[src/rtl/fill_event_tracker.sv]
// fill_event_tracker
// Watches the fill controller's saturation flag, timestamps each rising edge
// with the cycle distance to the previous one, and queues {index, period}
// records in a small FIFO drained through a valid/ready handshake.
//
// Optional feature: define FILL_WDOG_EN to build the missing-fill watchdog;
// otherwise wdog is tied low and no compare logic exists.
//
// Ports:
//   clk        in   clock
//   rst        in   synchronous active-high reset
//   sig        in   saturation level (registered upstream)
//   rd_ready   in   consumer ready
//   rd_valid   out  FIFO head holds a record
//   rd_index   out  event index of the head record
//   rd_period  out  period field of the head record
//   overflow   out  sticky: a record was dropped since reset
//   wdog       out  per >= WDOG_LIMIT (FILL_WDOG_EN only, else 0)
module fill_event_tracker #(
  parameter int unsigned PBITS      = 20,
  parameter int unsigned ECBITS     = 8,
  parameter int unsigned DEPTH      = 4,
  parameter int unsigned WDOG_LIMIT = 200000
) (
  input  logic              clk,
  input  logic              rst,
  input  logic              sig,
  input  logic              rd_ready,
  output logic              rd_valid,
  output logic [ECBITS-1:0] rd_index,
  output logic [PBITS-1:0]  rd_period,
  output logic              overflow,
  output logic              wdog
);

  localparam int unsigned AW = $clog2(DEPTH);
  localparam int unsigned PW = AW + 1;

  typedef struct packed {
    logic [ECBITS-1:0] index;
    logic [PBITS-1:0]  period;
  } rec_t;

  // Elaboration-time parameter sanity
  if (DEPTH < 2 || (DEPTH & (DEPTH - 1)) != 0) begin : g_bad_depth
    $error("fill_event_tracker: DEPTH must be a power of 2 and >= 2");
  end
  if ((64'(WDOG_LIMIT) >> PBITS) != 64'd0) begin : g_bad_limit
    $error("fill_event_tracker: WDOG_LIMIT must fit in PBITS bits");
  end

  logic              sig_q;
  logic              seen;
  logic [PBITS-1:0]  per;
  logic [ECBITS-1:0] ec;
  logic [PW-1:0]     wr_ptr;
  logic [PW-1:0]     rd_ptr;
  rec_t              mem [DEPTH];

  logic rise_c;
  logic empty_c;
  logic full_c;
  logic pop_c;
  logic push_c;
  rec_t rec_c;
  rec_t head_c;

  // Edge detect and FIFO control
  always_comb begin
    rise_c  = sig & ~sig_q;
    empty_c = (wr_ptr == rd_ptr);
    full_c  = (wr_ptr[AW] != rd_ptr[AW]) && (wr_ptr[AW-1:0] == rd_ptr[AW-1:0]);
    pop_c   = ~empty_c & rd_ready;
    // A full FIFO still accepts the push when the head leaves in the same cycle
    push_c  = rise_c & (~full_c | pop_c);
    rec_c.index  = ec;
    // First edge after reset has no predecessor, so its period is 0
    rec_c.period = seen ? per : '0;
  end

  // Edge history and period counter
  always_ff @(posedge clk) begin
    if (rst) begin
      sig_q <= 1'b0;
      seen  <= 1'b0;
      per   <= '0;
      ec    <= '0;
    end else begin
      sig_q <= sig;
      if (rise_c) begin
        seen <= 1'b1;
        per  <= PBITS'(1);
        // Dropped edges advance the index too, so gaps reveal losses
        ec   <= ec + ECBITS'(1);
      end else if (per != '1) begin
        per <= per + PBITS'(1);
      end
    end
  end

  // FIFO pointers and sticky overflow
  always_ff @(posedge clk) begin
    if (rst) begin
      wr_ptr   <= '0;
      rd_ptr   <= '0;
      overflow <= 1'b0;
    end else begin
      if (push_c) wr_ptr <= wr_ptr + PW'(1);
      if (pop_c)  rd_ptr <= rd_ptr + PW'(1);
      if (rise_c && !push_c) overflow <= 1'b1;
    end
  end

  // FIFO storage; contents are qualified by the pointers, so no reset needed
  always_ff @(posedge clk) begin
    if (push_c) mem[wr_ptr[AW-1:0]] <= rec_c;
  end

  // Head of FIFO
  always_comb begin
    head_c    = mem[rd_ptr[AW-1:0]];
    rd_valid  = ~empty_c;
    rd_index  = head_c.index;
    rd_period = head_c.period;
  end

`ifdef FILL_WDOG_EN
  // Alarm while too long has passed since reset or the last edge
  assign wdog = (per >= PBITS'(WDOG_LIMIT));
`else
  assign wdog = 1'b0;
`endif

endmodule

[config.mk]
export PLATFORM = sky130hd
export DESIGN_NAME = fill_event_tracker
export DESIGN_NICKNAME = d
export VERILOG_FILES = /design/src/rtl/fill_event_tracker.sv
export SDC_FILE = /design/constraint.sdc
export NUM_CORES = 1
export LEC_CHECK = 0
export ABC_AREA = 1
export CAP_MARGIN = 30
export CORE_MARGIN = 8
export CORE_UTILIZATION = 50
export CTS_CLUSTER_DIAMETER = 100
export DETAILED_ROUTE_END_ITERATION = 10
export PLACE_DENSITY_LB_ADDON = 0.3
export SLEW_MARGIN = 20
export SYNTH_ARGS = -nofsm -noshare
export SYNTH_HDL_FRONTEND = slang
export SYNTH_SLANG_ARGS = --single-unit
export TNS_END_PERCENT = 10
[constraint.sdc]
create_clock -name clk -period 3.5 [get_ports clk]
set_clock_uncertainty 0.05 [all_clocks]
set_input_delay 0.525 -clock clk [delete_from_list [all_inputs] [get_ports clk]]
set_output_delay 0.525 -clock clk [all_outputs]
set_load 0.03 [all_outputs]
==> results.md, run 1 <==
* Run status: completed
* Floorplan Core Area at roughly 12000 µm²
* Met3 track demand over resource at 3.785%
* Ant. Diodes at 0
* Launch point of the worst hold path: overflow
* CTS Buf Count at 17
* Buffer depth of the longest clock path at 2
* IO Count at 35
* Maximum frequency from static timing analysis at approximately 0.34 GHz
* Capturing point of the worst reg2reg path: mem[0][6]
* Latest clock arrival within the worst-skew pair at between 0.4 and 0.5 ns
* Count of buffers added by post-CTS timing repair for setup at 0
* R2R Path Start: wr_ptr[1]
* Area taken by multi-input logic gates at about 1800 µm²
* Hold bufs inserted after CTS at 0
* Part of the Yosys area used for sequential elements at roughly 66%
* Classification of the worst-slack hold path: reg -> reg
* Share of synthesized flip-flops with an asynchronous set or reset at 0%
* Post-route antenna net violation count at 0
* Fill cell total of the finished layout at between 1000 and 1500
* Terminating pin of the worst hold path: overflow
* Clock edge transition at the registers on the reported setup and hold paths at roughly 0.060 ns
* Number of antenna violations at the first check in global routing at 0
* GR Util All Layers at 16.14%
* Starting utilization of the core area at around half
* Gate count after technology mapping at a little under 600
* Count of distinct cell types in the synthesized netlist at 36
* Nature of the critical path endpoint: output pin
* DR DRC count at 0
* Type of element launching the critical path: register
* # clock sinks at between 150 and 200
* Worst slew pin tran at slightly below 0.7 ns
* Iteration-0 DRC Markers at about 400
* LEAKAGE at approximately 2.7 nW
* Routability cong. at about 0.9
* Switching part of the total at between 20% and 30%
* First-pass iteration count of the detailed router at 4
* Site row count at 41
* Final worst path period need at around 3.0 ns
* Fraction of layout cells with a size suffix above 1 at between 10% and 20%
* Final Setup Violations at 0
* Mean routed wirelength per cell at 15.25 µm
* Worst ir drop on vdd at 0.3192 mV
* Clock network fraction of design power at roughly two fifths
* Number of enable flip-flop cells after synthesis at about 110
* Met1 track demand over resource in global routing at approximately a fifth
* Floorplan die width at 128.0 µm
* Worst EP arrival at around 2.4 ns
* Critical setup path kind: reg -> out
* Routed wire length at approximately 13000 µm
* Final cell utilization of the core at between 50% and 60%
* Most Used Layer, Global Route: met2
* Number of nets produced by synthesis at between 600 and 700
* Worst Hold Path Cells at 1
* Die H at around 130 µm
* Pin count of the biggest net entering global routing at between 50 and 60
* Worst-path fanout max at 22
* Cell with the largest stage delay on the worst path: clkdlybuf4s50_1
* Largest stage delay on the critical path at a little over 0.7 ns
* Area of the mapped netlist at 6269 µm²
* Vias after detailed routing at around 4300
* Register bit total from synthesis at between 150 and 200
* Via count of the first global-routing pass at approximately 4200
* Port bufs at 33
* Period utilisation layout at 85.04%
* Total power per unit cell area at between 600 and 700 nW/µm²
* RSZ-0062 raised after global routing: false
* Die Footprint at about 16000 µm²
* Reg2reg path depth at 6
* Top flip-flop cell by instance count after synthesis: edfxtp_1
* Final Slew Violations at 0
* Overflow after GRT at 0
* CTS H-Tree Depth at 4
* Met2 Track Usage GR at between 20% and 30%
* Area taken by flip-flops and latches at approximately 4100 µm²
* Number of gates resized after cts at 0
* Average footprint of a synthesized cell at ~11 µm²
* TritonCTS clock tree: built
* Summed negative setup slack over all endpoints at 0 ns
* Slew margin rel. at roughly 55%
* Total number of nets in the final design at 646
* Layout Area Growth over Synthesis at 17.72%
* Via/cell ratio at 5.183
* Net Switching at 1.270 mW
* Wire length of the first global-routing pass at roughly 21000 µm
* Reg-to-reg slack, setup at around 1.5 ns
* Leading cell types in the layout, fill and taps excluded: 112 x edfxtp_1, 93 x nor2_1, 86 x nand2_1
* HPWL after detailed placement at around 7700 µm
* Most common library cell in the layout ignoring fill and taps: edfxtp_1
* Fraction of power consumed by combinational cells at between 15 and 20%
* Cell-internal power at between 3 and 4 mW
* Number of synthesis warnings at 0
* Ordered list of cells on the worst path: inv_1, o21ai_0, o22ai_1, clkdlybuf4s50_1
* Critical Path RT at about 2.9 ns
* Sequential cell fraction of total power at a little over two fifths
* Root buf cell: clkbuf_16
* Max_cap viols at 0
* Count of endpoints failing hold in the final timing report at 0
[registers in the layout, summed over array words and instances, names as in the netlist, named ones only]
signal    count
seen          1
ec            8
overflow      1
mem         112
per          20
sig_q         1
wr_ptr        3
rd_ptr        3
[power groups by stage]
stage          registers (mW)  logic (mW)  clock network (mW)
3_5_place_dp             2.04       0.863                   0
6_report                 2.00       0.855                1.84
5_1_grt                  2.00       0.923                1.94
2_1_floorplan            2.02       0.546                   0
4_1_cts                  2.00       0.866                1.86
3_3_place_gp             2.03       0.851                   0
[synthesized netlist by cell type, types with 3 or more instances]
cell      count  area share, %
nor2_1       97            5.8
edfxtp_1    112             54
clkbuf_1     15           0.90
buf_2         7           0.56
o21ai_0      65            5.2
nor2_2        3           0.30
ha_1          7            1.4
xnor2_1       4           0.56
a21oi_1      12           0.96
o22ai_1      28            2.8
nor3_1        5           0.40
or2_2         4           0.40
a31oi_1       7           0.70
nand2_1      86            5.1
nand4_1       5           0.50
xor2_1        5           0.70
dfxtp_1      39             12
nand3_1      19            1.5
inv_1        56            3.4
[logic make-up (layout without fill, tap and decap cells)]
family | Yosys count | count (layout) | synth area share, %
compound gates | 119 | 119 | 10.56
xor+xnor | 9 | 9 | 1.257
fa+ha+maj | 7 | 7 | 1.397
buf+inv | 82 | 133 | 5.229
flops | 151 | 151 | 66.11
other cells | 1 | 1 | 0.05982
simple gates | 228 | 228 | 15.39
[cell type report]
class	count	share of cell area (%)
Clock buffer	20	6.189
Clock inverter	12	2.052
Inverter	58	2.950
Multi-Input combinational cell	364	24.48
Sequential cell	151	56.15
Tap cell	172	2.916
Timing Repair Buffer	43	5.256
[how the worst max path moves through the flow]
stage          slack [ns]          end  depth (start not counted)      from
2_1_floorplan        0.93    mem[0][0]                          4       sig
3_3_place_gp         0.89    mem[2][7]                          6       sig
3_5_place_dp         0.84    mem[0][5]                          6       sig
4_1_cts              0.45  rd_index[1]                          4  register
5_1_grt              0.37  rd_index[1]                          4  register
6_report             0.52  rd_index[1]                          4  register
[through the flow]
stage / power (mW) / hold WS (ns) / cell area (µm²) / worst slack (ns) / instances
6_report: 4.689 / 0.4312 / 7380 / 0.5234 / 820
3_5_place_dp: 2.898 / 0.4226 / 6771 / 0.8351 / 788
4_1_cts: 4.726 / 0.4373 / 7380 / 0.4453 / 820
5_1_grt: 4.864 / 0.4508 / 7380 / 0.3697 / 820
3_3_place_gp: 2.884 / 0.4144 / 6771 / 0.8886 / 788
2_1_floorplan: 2.570 / 0.4091 / 6269 / 0.9299 / 597
[critical path, delay by kind of cell (launching register included)]
| family | cells | cell delay (ns) |
|---|---|---|
| AO/OA/AOI/OAI | 2 | 0.48 |
| buffers and inverters | 2 | 1.20 |
| flip-flops | 1 | 0.31 |
[metal layers]
layer  part of all wire, %  routed length (µm)  vias up
met5                     0                   0        -
met4                   1.0                 127        0
met3                   4.1                 512       11
met2                    50                6215       77
met1                    45                5652     2040
li1                      -                   -     2122
(Power assumes the default switching activity.)
==> run 2: changes to the inputs <==
--- a/config.mk
+++ b/config.mk
@@ -7,11 +7,15 @@
 export LEC_CHECK = 0
 export ABC_AREA = 1
 export CAP_MARGIN = 30
+export CELL_PAD_IN_SITES_DETAIL_PLACEMENT = 1
+export CELL_PAD_IN_SITES_GLOBAL_PLACEMENT = 1
 export CORE_MARGIN = 8
-export CORE_UTILIZATION = 50
+export CORE_UTILIZATION = 47
 export CTS_CLUSTER_DIAMETER = 100
 export DETAILED_ROUTE_END_ITERATION = 10
 export PLACE_DENSITY_LB_ADDON = 0.3
+export RECOVER_POWER = 100
+export SKIP_CTS_REPAIR_TIMING = 1
 export SLEW_MARGIN = 20
 export SYNTH_ARGS = -nofsm -noshare
 export SYNTH_HDL_FRONTEND = slang
==> run 2 against run 1 <==
  * Clock power shrank 5%
  * Power decreased by 2.4%
  * Utilization shrank 3.9 points
  * Final cell count rose by 0.49%
  * Via count is 3.7% higher
  * Global-route usage increased by 2.2 points
==> results.md, run 2 (same netlist as run 1, synthesis figures left out) <==
* Most common library cell in the layout ignoring fill and taps: edfxtp_1
* Sequential cell fraction of total power at between 40% and 50%
* Critical Path RT at around 2.9 ns
* Leading cell types in the layout, fill and taps excluded: 112 x edfxtp_1, 95 x nor2_1, 88 x nand2_1
* Starting utilization of the core area at 47.71%
* Overflow after GRT at 0
* Floorplan Core Area at 13140 µm²
* Iteration-0 DRC Markers at 308
* IO Count at 35
* Cell-internal power at between 3 and 4 mW
* Total number of nets in the final design at between 600 and 700
* Worst-path fanout max at 16
* Via/cell ratio at approximately 5.4
* Wire length of the first global-routing pass at 25070 µm
* Final worst path period need at 3.058 ns
* Net Switching at 1.316 mW
* Buffer depth of the longest clock path at 2
* Period utilisation layout at 87.37%
* Worst hold slack at roughly 0.46 ns
* Via count of the first global-routing pass at about 4800
* Fraction of power consumed by combinational cells at a little under a fifth
* Worst EP arrival at 2.48 ns
* Latest clock arrival within the worst-skew pair at slightly above 0.4 ns
* Clock network fraction of design power at between 30% and 40%
* LEAKAGE at roughly 2.7 nW
* Summed negative setup slack over all endpoints at 0 ns
* Total power per unit cell area at 627.7 nW/µm²
* GR Util All Layers at a little under a fifth
* Max_cap viols at 0
* Maximum frequency from static timing analysis at about 0.33 GHz
* Nature of the critical path endpoint: output pin
* Critical setup path kind: reg -> out
* Ant. Diodes at 0
* RSZ-0062 raised after global routing: false
* Switching part of the total at 28.74%
* CTS H-Tree Depth at 4
* Routed wire length at approximately 15000 µm
* Slew margin rel. at between 40 and 50%
* HPWL after detailed placement at 10030 µm
* Final Setup Violations at 0
* DR DRC count at 0
* Floorplan die width at roughly 130 µm
* CTS Buf Count at 17
* Count of endpoints failing hold in the final timing report at 0
* Post-route antenna net violation count at 0
* Worst ir drop on vdd at 0.3600 mV
* Flip-flop count of the largest register after layout at roughly 110
* Classification of the worst-slack hold path: reg -> reg
* # clock sinks at roughly 150
* Layout Area Growth over Synthesis at 16.33%
* Worst slew pin tran at 0.8382 ns
* Total chip power at approximately 4.6 mW
* Number of antenna violations at the first check in global routing at 0
* Root buf cell: clkbuf_16
* Mean routed wirelength per cell at approximately 19 µm
* Site row count at 42
* Fill cell total of the finished layout at approximately 1400
* Pin count of the biggest net entering global routing at 57
* Die H at 131.5 µm
* Routability cong. at between 0.8 and 0.9
* Port bufs at 33
* First-pass iteration count of the detailed router at 5
* Run status: completed
* Type of element launching the critical path: register
* Vias after detailed routing at roughly 4400
* Clock edge transition at the registers on the reported setup and hold paths at around 0.06 ns
* Final Slew Violations at 0
* TritonCTS clock tree: built
* Die Footprint at between 15000 and 20000 µm²
* Fraction of layout cells with a size suffix above 1 at 8.179%
==> run 2: changes by cell type in the layout (fill, tap and decap cells not counted), moves of 2 or more <==
cell             change
clkdlybuf4s50_1     -25
clkinv_4             +2
clkbuf_8             -2
clkinv_1             +3
clkbuf_1             +4
buf_4               -10
nor2_1               +2
clkbuf_2             +4
nand2_1              +2
dlygate4sd3_1       +27
==> run 2: routing by layer <==
layer	track usage, %	wire length [µm]
met5	0	0
met3	3.239	486
met4	8.296	343
met2	32.09	7820
met1	21.66	6774
==> run 2: path summary, 6_finish.rpt <==
path	start	endpoint	slack [ns]	cells after the start
min reg2reg	overflow	overflow	0.46	1
max reg2reg	per[0]	per[17]	1.09	9
min	overflow	overflow	0.46	1
max	register	rd_period[2]	0.44	5
==> run 2: cell type report <==
type,count,area [µm²],area share [%]
clock buffers,18,429.2,5.885
clock inverters,14,135.1,1.853
inverters,58,217.7,2.986
multi-input cells,364,1778,24.38
flip-flops and latches,151,4144,56.83
well taps,176,220.2,3.020
repair buffers,43,367.9,5.045
==> run 2: critical path, stage by stage (launching register included) <==
cell	delay [ns]
dfxtp_1	0.31
inv_1	0.34
buf_4	0.29
o21ai_0	0.14
o22ai_1	0.21
dlygate4sd3_1	0.78
==> run 2: metrics by stage <==
| stage | instances | cell area [µm²] | setup slack [ns] | utilization [%] |
|---|---|---|---|---|
| after global placement | 792 | 6782 | 0.8588 | 51.62 |
| after floorplan | 597 | 6269 | 0.9299 | - |
| after detailed placement | 792 | 6782 | 0.7874 | 51.62 |
| final | 824 | 7292 | 0.4422 | 55.50 |
| after global routing | 824 | 7292 | 0.3063 | 55.50 |
| after CTS | 824 | 7346 | 0.4627 | 55.91 |
==> run 2: power groups by stage <==
stage | registers (mW) | logic [mW] | clock network (mW)
6_report | 2.00 | 0.832 | 1.74
5_1_grt | 2.01 | 0.901 | 1.83
4_1_cts | 2.00 | 0.896 | 1.78
3_5_place_dp | 2.04 | 0.890 | 0
3_3_place_gp | 2.03 | 0.856 | 0
2_1_floorplan | 2.02 | 0.546 | 0
==> run 3: changes to the inputs <==
--- a/config.mk
+++ b/config.mk
@@ -10,7 +10,7 @@
 export CELL_PAD_IN_SITES_DETAIL_PLACEMENT = 1
 export CELL_PAD_IN_SITES_GLOBAL_PLACEMENT = 1
 export CORE_MARGIN = 8
-export CORE_UTILIZATION = 47
+export CORE_UTILIZATION = 50
 export CTS_CLUSTER_DIAMETER = 100
 export DETAILED_ROUTE_END_ITERATION = 10
 export PLACE_DENSITY_LB_ADDON = 0.3
==> constraint.sdc (replaced) <==
create_clock -name clk -period 3.64 [get_ports clk]
set_clock_uncertainty 0.05 [all_clocks]
set_input_delay 0.546 -clock clk [delete_from_list [all_inputs] [get_ports clk]]
set_output_delay 0.546 -clock clk [all_outputs]
set_load 0.03 [all_outputs]
==> run 3 against run 2 <==
  * Flip-flop and latch count is the same
  * Critical path depth decreased by 1
  * First-iteration DRC count up 11%
  * Final area increased by 0.22%
  * Combinational power is 5.5% lower
  * Final cell count down 0.85%
  * Critical path type unchanged
  * Critical endpoint is now rd_period[11]
==> results.md, run 3 (same netlist as run 1, synthesis figures left out) <==
* Summed negative setup slack over all endpoints at 0 ns
* Final Slew Violations at 0
* Via/cell ratio at roughly 5.4
* CTS Buf Count at 17
* Nature of the critical path endpoint: output pin
* R2R Path Start: per[0]
* Final Setup Violations at 0
* Dpl cells at 786
* Type of element launching the critical path: register
* Total power per unit cell area at roughly 600 nW/µm²
* Capturing point of the worst reg2reg path: per[3]
* IO Count at 35
* Die H at about 130 µm
* Total chip power at between 4 and 5 mW
* Reg2reg path depth at 7
* CTS H-Tree Depth at 4
* Ordered list of cells on the worst path: inv_1, o21ai_0, o22ai_1, dlygate4sd3_1
* Most common library cell in the layout ignoring fill and taps: edfxtp_1
* Worst EP arrival at 2.53 ns
* Worst slew pin tran at 0.8511 ns
* Maximum frequency from static timing analysis at about 0.32 GHz
* Site row count at 41
* DR DRC count at 0
* Flip-flop count of the largest register after layout at around 110
* Critical setup path kind: reg -> out
* Area taken by flip-flops and latches at 4144 µm²
* Floorplan die width at about 130 µm
* Fill cell total of the finished layout at around 1400
* Post-layout instance count excluding filler cells at a little over 800
* Layout Area Growth over Synthesis at 16.59%
* RSZ-0062 raised after global routing: false
* Pin count of the biggest net entering global routing at 57
* Total number of nets in the final design at 644
* Launch point of the worst hold path: overflow
* Final critical-path setup slack at just over 0.5 ns
* Via count of the first global-routing pass at between 4000 and 5000
* Category of cells accounting for the largest share of critical-path delay: buffers and inverters
* Port bufs at 33
* Ant. Diodes at 0
* Vias after detailed routing at roughly 4400
* Cell with the largest stage delay on the worst path: dlygate4sd3_1
* First-pass iteration count of the detailed router at 5
* Run status: completed
* GR Util All Layers at around 20%
* Root buf cell: clkbuf_16
* Latest clock arrival within the worst-skew pair at approximately 0.42 ns
* Post-placement worst setup slack at 0.8504 ns
* Overflow after GRT at 0
* Floorplan Core Area at ~12000 µm²
* Die Footprint at ~16000 µm²
* Buffer depth of the longest clock path at 2
* # clock sinks at between 150 and 200
* Routed wire length at about 15000 µm
* Leading cell types in the layout, fill and taps excluded: 112 x edfxtp_1, 95 x nor2_1, 88 x nand2_1
* Wire length of the first global-routing pass at about 25000 µm
* Iteration-0 DRC Markers at between 300 and 400
* Total buffers and inverters traversed by the critical path at 2
* Area taken by multi-input logic gates at about 1800 µm²
* Post-route antenna net violation count at 0
* Critical Path RT at between 3 and 4 ns
* Starting utilization of the core area at 50.49%
* Reg-to-reg slack, setup at roughly 1.1 ns
* Largest stage delay on the critical path at roughly 0.8 ns
* Worst-path fanout max at 28
* TritonCTS clock tree: built
* Routability cong. at a little over 0.8
* Mean routed wirelength per cell at ~19 µm
* Final worst path period need at roughly 3.1 ns
* Clock edge transition at the registers on the reported setup and hold paths at approximately 0.060 ns
* Max_cap viols at 0
* Worst ir drop on vdd at 0.3354 mV
* Final cell utilization of the core at 58.87%
* Number of antenna violations at the first check in global routing at 0
* Count of endpoints failing hold in the final timing report at 0
* Fraction of layout cells with a size suffix above 1 at under 10%
* Worst Hold Path Cells at 1
* HPWL after detailed placement at slightly below 10000 µm
* Terminating pin of the worst hold path: overflow
* Slew margin rel. at roughly 43%
* LEAKAGE at approximately 2.7 nW
* Period utilisation layout at about 86%
* Classification of the worst-slack hold path: reg -> reg
run 3: changes by cell type in the layout (fill, tap and decap cells not counted), sizes merged:
cell           previous run  this run
clkdlybuf4s50             1         2
clkbuf                   26        25
clkinv                   10         8
clkinvlp                  3         1
bufinv                    2         3
buf                       7         3
inv                      57        59
dlygate4sd3              27        29
run 3: area by class of cell:
type,count,share of cell area (%)
clock buffer,18,5.872
tap,172,2.945
clock inverter,13,2.140
timing repair buffer,41,4.982
sequential,151,56.70
multi-input combinational,364,24.38
inverter,58,2.979
run 3: worst max path at each step:
stage	cells after the start	start	slack, ns	endpoint
final	4	register	0.51	rd_period[11]
after global routing	4	register	0.28	rd_period[11]
after CTS	4	register	0.50	rd_period[11]
after detailed placement	6	sig	0.85	mem[2][7]
after global placement	6	sig	0.99	mem[0][10]
after floorplan	4	sig	1.05	mem[0][0]
run 3: through the flow:
step | cell area, µm² | hold slack (ns)
6_report | 7308 | 0.4142
3_5_place_dp | 6769 | 0.4136
3_3_place_gp | 6769 | 0.4024
2_1_floorplan | 6269 | 0.4091
4_1_cts | 7355 | 0.4275
5_1_grt | 7308 | 0.4385
run 3: per-layer routing:
metal / vias to the layer above / routed length, µm / GRT usage [%]
li1: 2110 / - / -
met1: 2222 / 6734 / 23.81
met2: 78 / 7757 / 34.29
met3: 24 / 575 / 4.742
met4: 0 / 300 / 7.762
met5: - / 0 / 0
run 3: power by group:
part / switching (mW) / total (mW) / internal (mW)
clock network: 0.690 / 1.76 / 1.07
registers: 0.0346 / 1.93 / 1.89
logic: 0.541 / 0.786 / 0.245
total: 1.27 / 4.47 / 3.21
